`config.mk`:
```
export PLATFORM = sky130hd
export DESIGN_NAME = regfile_wb_arb_flat
export DESIGN_NICKNAME = d
export VERILOG_FILES = /design/src/rtl/regfile_wb_arb_if.sv /design/src/rtl/regfile_wb_arb.sv /design/src/flat_wrapper.sv
export SDC_FILE = /design/constraint.sdc
export NUM_CORES = 1
export LEC_CHECK = 0
export BUFFER_PORTS_ARGS = -buffer_cell sky130_fd_sc_hd__buf_2
export CORE_ASPECT_RATIO = 1.5
export CORE_MARGIN = 5
export CORE_UTILIZATION = 43
export CTS_BUF_LIST = sky130_fd_sc_hd__clkbuf_16
export DETAILED_ROUTE_END_ITERATION = 16
export PLACE_DENSITY = 0.9
export SETUP_SLACK_MARGIN = 0.4
export SLEW_MARGIN = 20
export SYNTH_ARGS = -nofsm -noshare
export SYNTH_HDL_FRONTEND = slang
export SYNTH_SLANG_ARGS = --single-unit
```
`constraint.sdc`:
```
create_clock -name clk -period 2.55 [get_ports clk]
set_clock_uncertainty 0.15 [all_clocks]
set_input_delay 0.3825 -clock clk [delete_from_list [all_inputs] [get_ports clk]]
set_output_delay 0.3825 -clock clk [all_outputs]
set_load 0.02 [all_outputs]
```
`src/rtl/regfile_wb_arb_if.sv`:
```
// Write-port bundle between two register-file writers and the arbiter.
// The arbiter presents the slave side; the requesters and the register file sit on the master side.
interface regfile_wb_arb_if #(
    parameter int ASIZE = 5,
    parameter int DSIZE = 32
);
    logic             en;
    logic             mode;
    logic             req0_valid, req1_valid;
    logic             req0_ready, req1_ready;
    logic [ASIZE-1:0] req0_addr, req1_addr;
    logic [DSIZE-1:0] req0_data, req1_data;
    logic             wen;
    logic [ASIZE-1:0] waddr;
    logic [DSIZE-1:0] wdata;
    logic             wsrc;

    modport master (
        output en, mode, req0_valid, req1_valid, req0_addr, req1_addr, req0_data, req1_data,
        input  req0_ready, req1_ready, wen, waddr, wdata, wsrc
    );

    modport slave (
        input  en, mode, req0_valid, req1_valid, req0_addr, req1_addr, req0_data, req1_data,
        output req0_ready, req1_ready, wen, waddr, wdata, wsrc
    );
endinterface

```
`src/rtl/regfile_wb_arb.sv`:
```
// Two-requester write-back arbiter for a register file: fixed priority with starvation
// relief for req1, or round-robin, feeding one registered write port.
module regfile_wb_arb #(
    parameter int ASIZE        = 5,
    parameter int DSIZE        = 32,
    parameter int MAXWAIT      = 3,
    parameter int ZERO_PROTECT = 1
) (
    input  logic               clk,
    input  logic               rst,
    regfile_wb_arb_if.slave    bus
);
    localparam logic [3:0] MW = 4'(MAXWAIT);

    logic [3:0]       wait1;
    logic             rr;
    logic             active, pick1, gnt0, gnt1, gnt;
    logic [ASIZE-1:0] gaddr;
    logic [DSIZE-1:0] gdata;

    // pick1 only matters when both are valid; a lone requester always wins
    assign active = bus.en & ~rst;
    assign pick1  = bus.mode ? rr : (wait1 == MW);
    assign gnt0   = active & bus.req0_valid & (~bus.req1_valid | ~pick1);
    assign gnt1   = active & bus.req1_valid & (~bus.req0_valid |  pick1);
    assign gnt    = gnt0 | gnt1;
    assign gaddr  = gnt1 ? bus.req1_addr : bus.req0_addr;
    assign gdata  = gnt1 ? bus.req1_data : bus.req0_data;

    assign bus.req0_ready = gnt0;
    assign bus.req1_ready = gnt1;

    always_ff @(posedge clk or posedge rst) begin
        if (rst) begin
            bus.wen   <= 1'b0;
            bus.waddr <= '0;
            bus.wdata <= '0;
            bus.wsrc  <= 1'b0;
            rr        <= 1'b0;
            wait1     <= '0;
        end else begin
            bus.wen <= 1'b0;
            if (gnt) begin
                // a write to r0 still consumes the request, it just never reaches the file
                bus.wen   <= !((ZERO_PROTECT != 0) && (gaddr == '0));
                bus.waddr <= gaddr;
                bus.wdata <= gdata;
                bus.wsrc  <= gnt1;
                rr        <= gnt0;
            end
            if (bus.en) begin
                if (gnt1)
                    wait1 <= '0;
                else if (bus.req1_valid && wait1 != MW)
                    wait1 <= wait1 + 4'd1;
            end
        end
    end
endmodule

```
`src/flat_wrapper.sv`:
```
// flat-port wrapper written by rule: the top's interface ports become plain ports
module regfile_wb_arb_flat 
#(
    parameter int ASIZE        = 5,
    parameter int DSIZE        = 32,
    parameter int MAXWAIT      = 3,
    parameter int ZERO_PROTECT = 1
)
  (clk, rst, bus_en, bus_mode, bus_req0_valid, bus_req1_valid, bus_req0_addr, bus_req1_addr, bus_req0_data, bus_req1_data, bus_req0_ready, bus_req1_ready, bus_wen, bus_waddr, bus_wdata, bus_wsrc);
  regfile_wb_arb_if #(.ASIZE(ASIZE), .DSIZE(DSIZE)) bus_i ();
  input  logic clk;
  input  logic rst;
  input wire logic [$bits(bus_i.en)-1:0] bus_en;
  input wire logic [$bits(bus_i.mode)-1:0] bus_mode;
  input wire logic [$bits(bus_i.req0_valid)-1:0] bus_req0_valid;
  input wire logic [$bits(bus_i.req1_valid)-1:0] bus_req1_valid;
  input wire logic [$bits(bus_i.req0_addr)-1:0] bus_req0_addr;
  input wire logic [$bits(bus_i.req1_addr)-1:0] bus_req1_addr;
  input wire logic [$bits(bus_i.req0_data)-1:0] bus_req0_data;
  input wire logic [$bits(bus_i.req1_data)-1:0] bus_req1_data;
  output wire logic [$bits(bus_i.req0_ready)-1:0] bus_req0_ready;
  output wire logic [$bits(bus_i.req1_ready)-1:0] bus_req1_ready;
  output wire logic [$bits(bus_i.wen)-1:0] bus_wen;
  output wire logic [$bits(bus_i.waddr)-1:0] bus_waddr;
  output wire logic [$bits(bus_i.wdata)-1:0] bus_wdata;
  output wire logic [$bits(bus_i.wsrc)-1:0] bus_wsrc;
  assign bus_i.en = bus_en;
  assign bus_i.mode = bus_mode;
  assign bus_i.req0_valid = bus_req0_valid;
  assign bus_i.req1_valid = bus_req1_valid;
  assign bus_i.req0_addr = bus_req0_addr;
  assign bus_i.req1_addr = bus_req1_addr;
  assign bus_i.req0_data = bus_req0_data;
  assign bus_i.req1_data = bus_req1_data;
  assign bus_req0_ready = bus_i.req0_ready;
  assign bus_req1_ready = bus_i.req1_ready;
  assign bus_wen = bus_i.wen;
  assign bus_waddr = bus_i.waddr;
  assign bus_wdata = bus_i.wdata;
  assign bus_wsrc = bus_i.wsrc;
  regfile_wb_arb #(.ASIZE(ASIZE), .DSIZE(DSIZE), .MAXWAIT(MAXWAIT), .ZERO_PROTECT(ZERO_PROTECT)) u_core (.clk(clk), .rst(rst), .bus(bus_i));
endmodule
```
==> impl_summary.txt <==
----------------------------------------------------
[Hold path]
  Class of the worst hold path ... in -> async

[Place]
  Number of placed instances, taps included ... 391
  Post-place instance area ... 2718 µm²
  Count of input and output buffers ... 120
  HPWL reported at the end of detailed placement ... 4378 µm
  Final Wtd Congestion ... approximately 0.75

[Drt]
  DRT iter0 DRCs ... 87
  Avg WL per Cell ... about 14 µm
  Via count ... roughly 2000
  DR pass1 iterations ... 4
  Detail-routed via count per cell ... 5.054
  Residual DRC count ... 0
  Detailed-route wire length ... about 5800 µm
  ANT nets after route ... 0

[Global routing]
  All-layer global routing usage ... 18.62%
  Pin count of the biggest net entering global routing ... 45
  Global-route wire length before repair ... between 9000 and 10000 µm
  Final global-route overflow total ... 0
  Vias in the first global route ... 2021
  Initial antenna violation count ... 0

[Critical path]
  R2r worst-path depth ... 7
  Kind of capture point of the worst setup path ... primary output
  Crit path required time ... about 2.0 ns
  Critical register-to-register path endpoint ... u_core.bus.wen
  Startpoint of the most critical register-to-register path ... u_core.wait1[1]
  Top fanout value on the critical path ... 4
  Arrival time of data at the critical path endpoint ... 1.58 ns
  Sort of element at the start of the critical path ... register
  Setup slack of the most critical reg-to-reg path ... ~0.54 ns
  Critical Setup Path Class ... reg -> out
  Startpoint of the most critical setup path ... u_core.wait1[1]

[STA]
  Hold violation count in the final report ... 0
  Actual transition at the worst max-transition pin ... 0.5406 ns
  Unrepaired setup endpoints after global routing ... true
  Pins over their slew limit ... 0
  Minimum hold slack ... 0.09333 ns
  Final critical delay including setup and external delays ... 2.109 ns
  Setup total negative slack ... 0 ns
  Final setup violation count ... 0
  Achievable clock frequency ... roughly 470 MHz
  Post-route fraction of the period consumed by the critical path ... 82.71%
  Worst slew slack as a fraction of its limit ... about 64%

[Pwr]
  PwrDens ... 752.4 nW/µm²
  Static Leakage ... 1.437 nW
  Maximum ir drop on the vdd rail ... between 0.4 and 0.5 mV

[Clock tree]
  Clock root cell ... sky130_fd_sc_hd__clkbuf_16
  Clock tree buffer depth ... 2
  Clock sink count ... 44
  Clock tree from TritonCTS ... built
  Worst-Skew Late Latency ... ~0.27 ns
  Clock transition at the registers of the reported paths ... 0.06 ns
  H-Tree Level Count ... 2
  TritonCTS Buffers ... 5

[Flow run]
  Max-capacitance violation count ... 0

[Final layout]
  Antenna diodes ... 0
  Design area ... 2914 µm²
  Final non-filler cell total ... 404
  Proportion of layout cells with a drive suffix above 1 ... between 40% and 50%
  NumNets Final ... 421
  Filler cells ... 400
  Utilization of the core after routing ... a little under two thirds
  Area grow syn2layout ... 42.19%

[Synth]
  Distinct cell type count of the synthesized netlist ... 30
  Number of nets in the synthesized netlist ... 295
  Multiplexer share of the synthesized area ... 0.5495%
  Adder and majority cell fraction of the synthesized area ... 0.6105%
  Main combinational cell family by area after synthesis ... compound AO/OA/AOI/OAI gates
  Cell area after synthesis ... roughly 2000 µm²
  Average instance area after synthesis ... 9.577 µm²
  Sequential-to-total area share from yosys stat ... 53.72%
  Synthesized flop and latch total ... 44
  Compound-Gate Fraction of Synth Area ... a little over a fifth
  Xor and xnor fraction of the mapped netlist area ... 0.8547%
  Simple-Gate Fraction of Synth Area ... 18.01%
  Count of mapped cells out of synthesis ... 214
  Count of warnings emitted by yosys ... 0

[Floorplanning]
  Io pins ... 121
  DIE AREA ... 6276 µm²
  Chip width ... 66.37 µm
  Initial cell density of the core ... about 45%
  Core Box Area ... 4579 µm²
  Die height ... roughly 95 µm
  Std-Cell Rows ... 30

[Run status]
  Outcome ... finished clean

----------------------------------------------------
synth_stat cells:
master                     number  area (µm²)
sky130_fd_sc_hd__nor2_1        27       101.4
sky130_fd_sc_hd__inv_1          3       11.26
sky130_fd_sc_hd__o21ai_0        1       5.000
sky130_fd_sc_hd__nand2_1       50       187.7
sky130_fd_sc_hd__or4_1          1       7.510
sky130_fd_sc_hd__and2_1         2       12.51
sky130_fd_sc_hd__nor3_1         1       5.000
sky130_fd_sc_hd__o22a_1        13       113.9
sky130_fd_sc_hd__mux2_2         1       11.26
sky130_fd_sc_hd__or3b_1         1       8.760
sky130_fd_sc_hd__a31oi_1       24       150.1
sky130_fd_sc_hd__a21o_1         1       7.510
sky130_fd_sc_hd__dfrtp_1       44        1101
sky130_fd_sc_hd__clkbuf_1       2       7.510
sky130_fd_sc_hd__nand3_1        1       5.000
sky130_fd_sc_hd__a21oi_1        1       5.000
sky130_fd_sc_hd__buf_4          4       30.03
sky130_fd_sc_hd__and2b_1        1       7.510
sky130_fd_sc_hd__o21a_1        14       105.1
sky130_fd_sc_hd__xor2_1         2       17.52
sky130_fd_sc_hd__buf_2          9       45.04
sky130_fd_sc_hd__inv_2          1       3.750
sky130_fd_sc_hd__o211ai_2       2       25.02
sky130_fd_sc_hd__nand4_1        2       12.51
sky130_fd_sc_hd__o311a_1        1       10.01
sky130_fd_sc_hd__a21bo_1        1       10.01
sky130_fd_sc_hd__ha_1           1       12.51
sky130_fd_sc_hd__nor4b_2        1       15.01
sky130_fd_sc_hd__a22o_1         1       8.760
sky130_fd_sc_hd__and3_1         1       6.260
per-layer routing:
metal / GRT usage (%) / wire [µm] / up-vias
met2: 34.38 / 3136 / 82
li1: - / - / 997
met5: 0 / 0 / -
met3: 4.881 / 446 / 6
met1: 20.88 / 2139 / 957
met4: 4.407 / 45 / 0
power breakdown:
group,switching (mW),internal [mW],leakage (nW)
Clock,0.238,0.352,0.0709
Sequential,0.0910,0.841,0.494
Combinational,0.372,0.299,0.872
Total,0.701,1.49,1.44
state kept, by name, summed over array words and instances, names as in the netlist:
| register | count |
|---|---|
| u_core.bus.wdata | 32 |
| u_core.rr | 1 |
| u_core.bus.wen | 1 |
| u_core.wait1 | 4 |
| u_core.bus.waddr | 5 |
| u_core.bus.wsrc | 1 |
worst max path at each step:
stage	end	slack, ns
after floorplan	bus_req0_ready	0.62
after global placement	bus_req0_ready	0.66
after detailed placement	u_core.bus.wdata[16]	0.57
after CTS	bus_req0_ready	0.41
after global routing	bus_req0_ready	0.37
final	bus_req1_ready	0.44
cell type report:
cell class                 instances  area, µm²  area share [%]
clock buffer                       5      125.1           4.294
clock inverter                     2      8.758          0.3006
inverter                           4      15.01          0.5152
multi-input combinational        151      872.1           29.93
sequential                        44       1101           37.78
tap                               64      80.08           2.748
timing repair buffer             134      711.9           24.43
cells in the final DEF, fill, tap and decap left out, types with 2 or more instances in the layout:
| master | count |
|---|---|
| sky130_fd_sc_hd__clkbuf_16 | 5 |
| sky130_fd_sc_hd__dfrtp_1 | 44 |
| sky130_fd_sc_hd__buf_2 | 119 |
| sky130_fd_sc_hd__inv_1 | 3 |
| sky130_fd_sc_hd__xor2_1 | 2 |
| sky130_fd_sc_hd__buf_4 | 14 |
| sky130_fd_sc_hd__o21a_1 | 13 |
| sky130_fd_sc_hd__o22a_1 | 13 |
| sky130_fd_sc_hd__nand4_1 | 2 |
| sky130_fd_sc_hd__a31oi_1 | 24 |
| sky130_fd_sc_hd__inv_2 | 2 |
| sky130_fd_sc_hd__and2_1 | 2 |
| sky130_fd_sc_hd__nor2_1 | 27 |
| sky130_fd_sc_hd__nand2_1 | 50 |
metrics by stage:
stage               setup slack [ns]  total power, mW
global route                  0.3704            2.323
finish                        0.4410            2.192
global placement              0.6592            1.554
detailed placement            0.5747            1.581
CTS                           0.4133            2.199
floorplan                     0.6215            1.329
critical path, stage by stage (launching register included):
cell and delay (ns):
sky130_fd_sc_hd__dfrtp_1 0.39, sky130_fd_sc_hd__ha_2 0.21, sky130_fd_sc_hd__nor4b_4 0.13, sky130_fd_sc_hd__buf_4 0.14, sky130_fd_sc_hd__o211ai_4 0.20, sky130_fd_sc_hd__inv_2 0.09, sky130_fd_sc_hd__buf_6 0.14
kinds of logic (layout without fill, tap and decap cells):
logic type / after synthesis / count (layout)
adders and majority gates: 1 / 1
AOI/OAI and AO/OA: 59 / 59
xor gates and xnor gates: 2 / 2
DFF: 44 / 44
muxes: 1 / 1
buffers and inverters: 19 / 145
and+or+nand+nor: 88 / 88
timing repair:
item	in CTS	in global routing
setup endpoints to repair	2	2
gates resized for setup	2	3
hold buffers	0	0
setup buffers	1	5
pin swaps	0	3
endpoints found under the hold margin	0	0
Note: power is estimated with default switching activity, not from simulation.
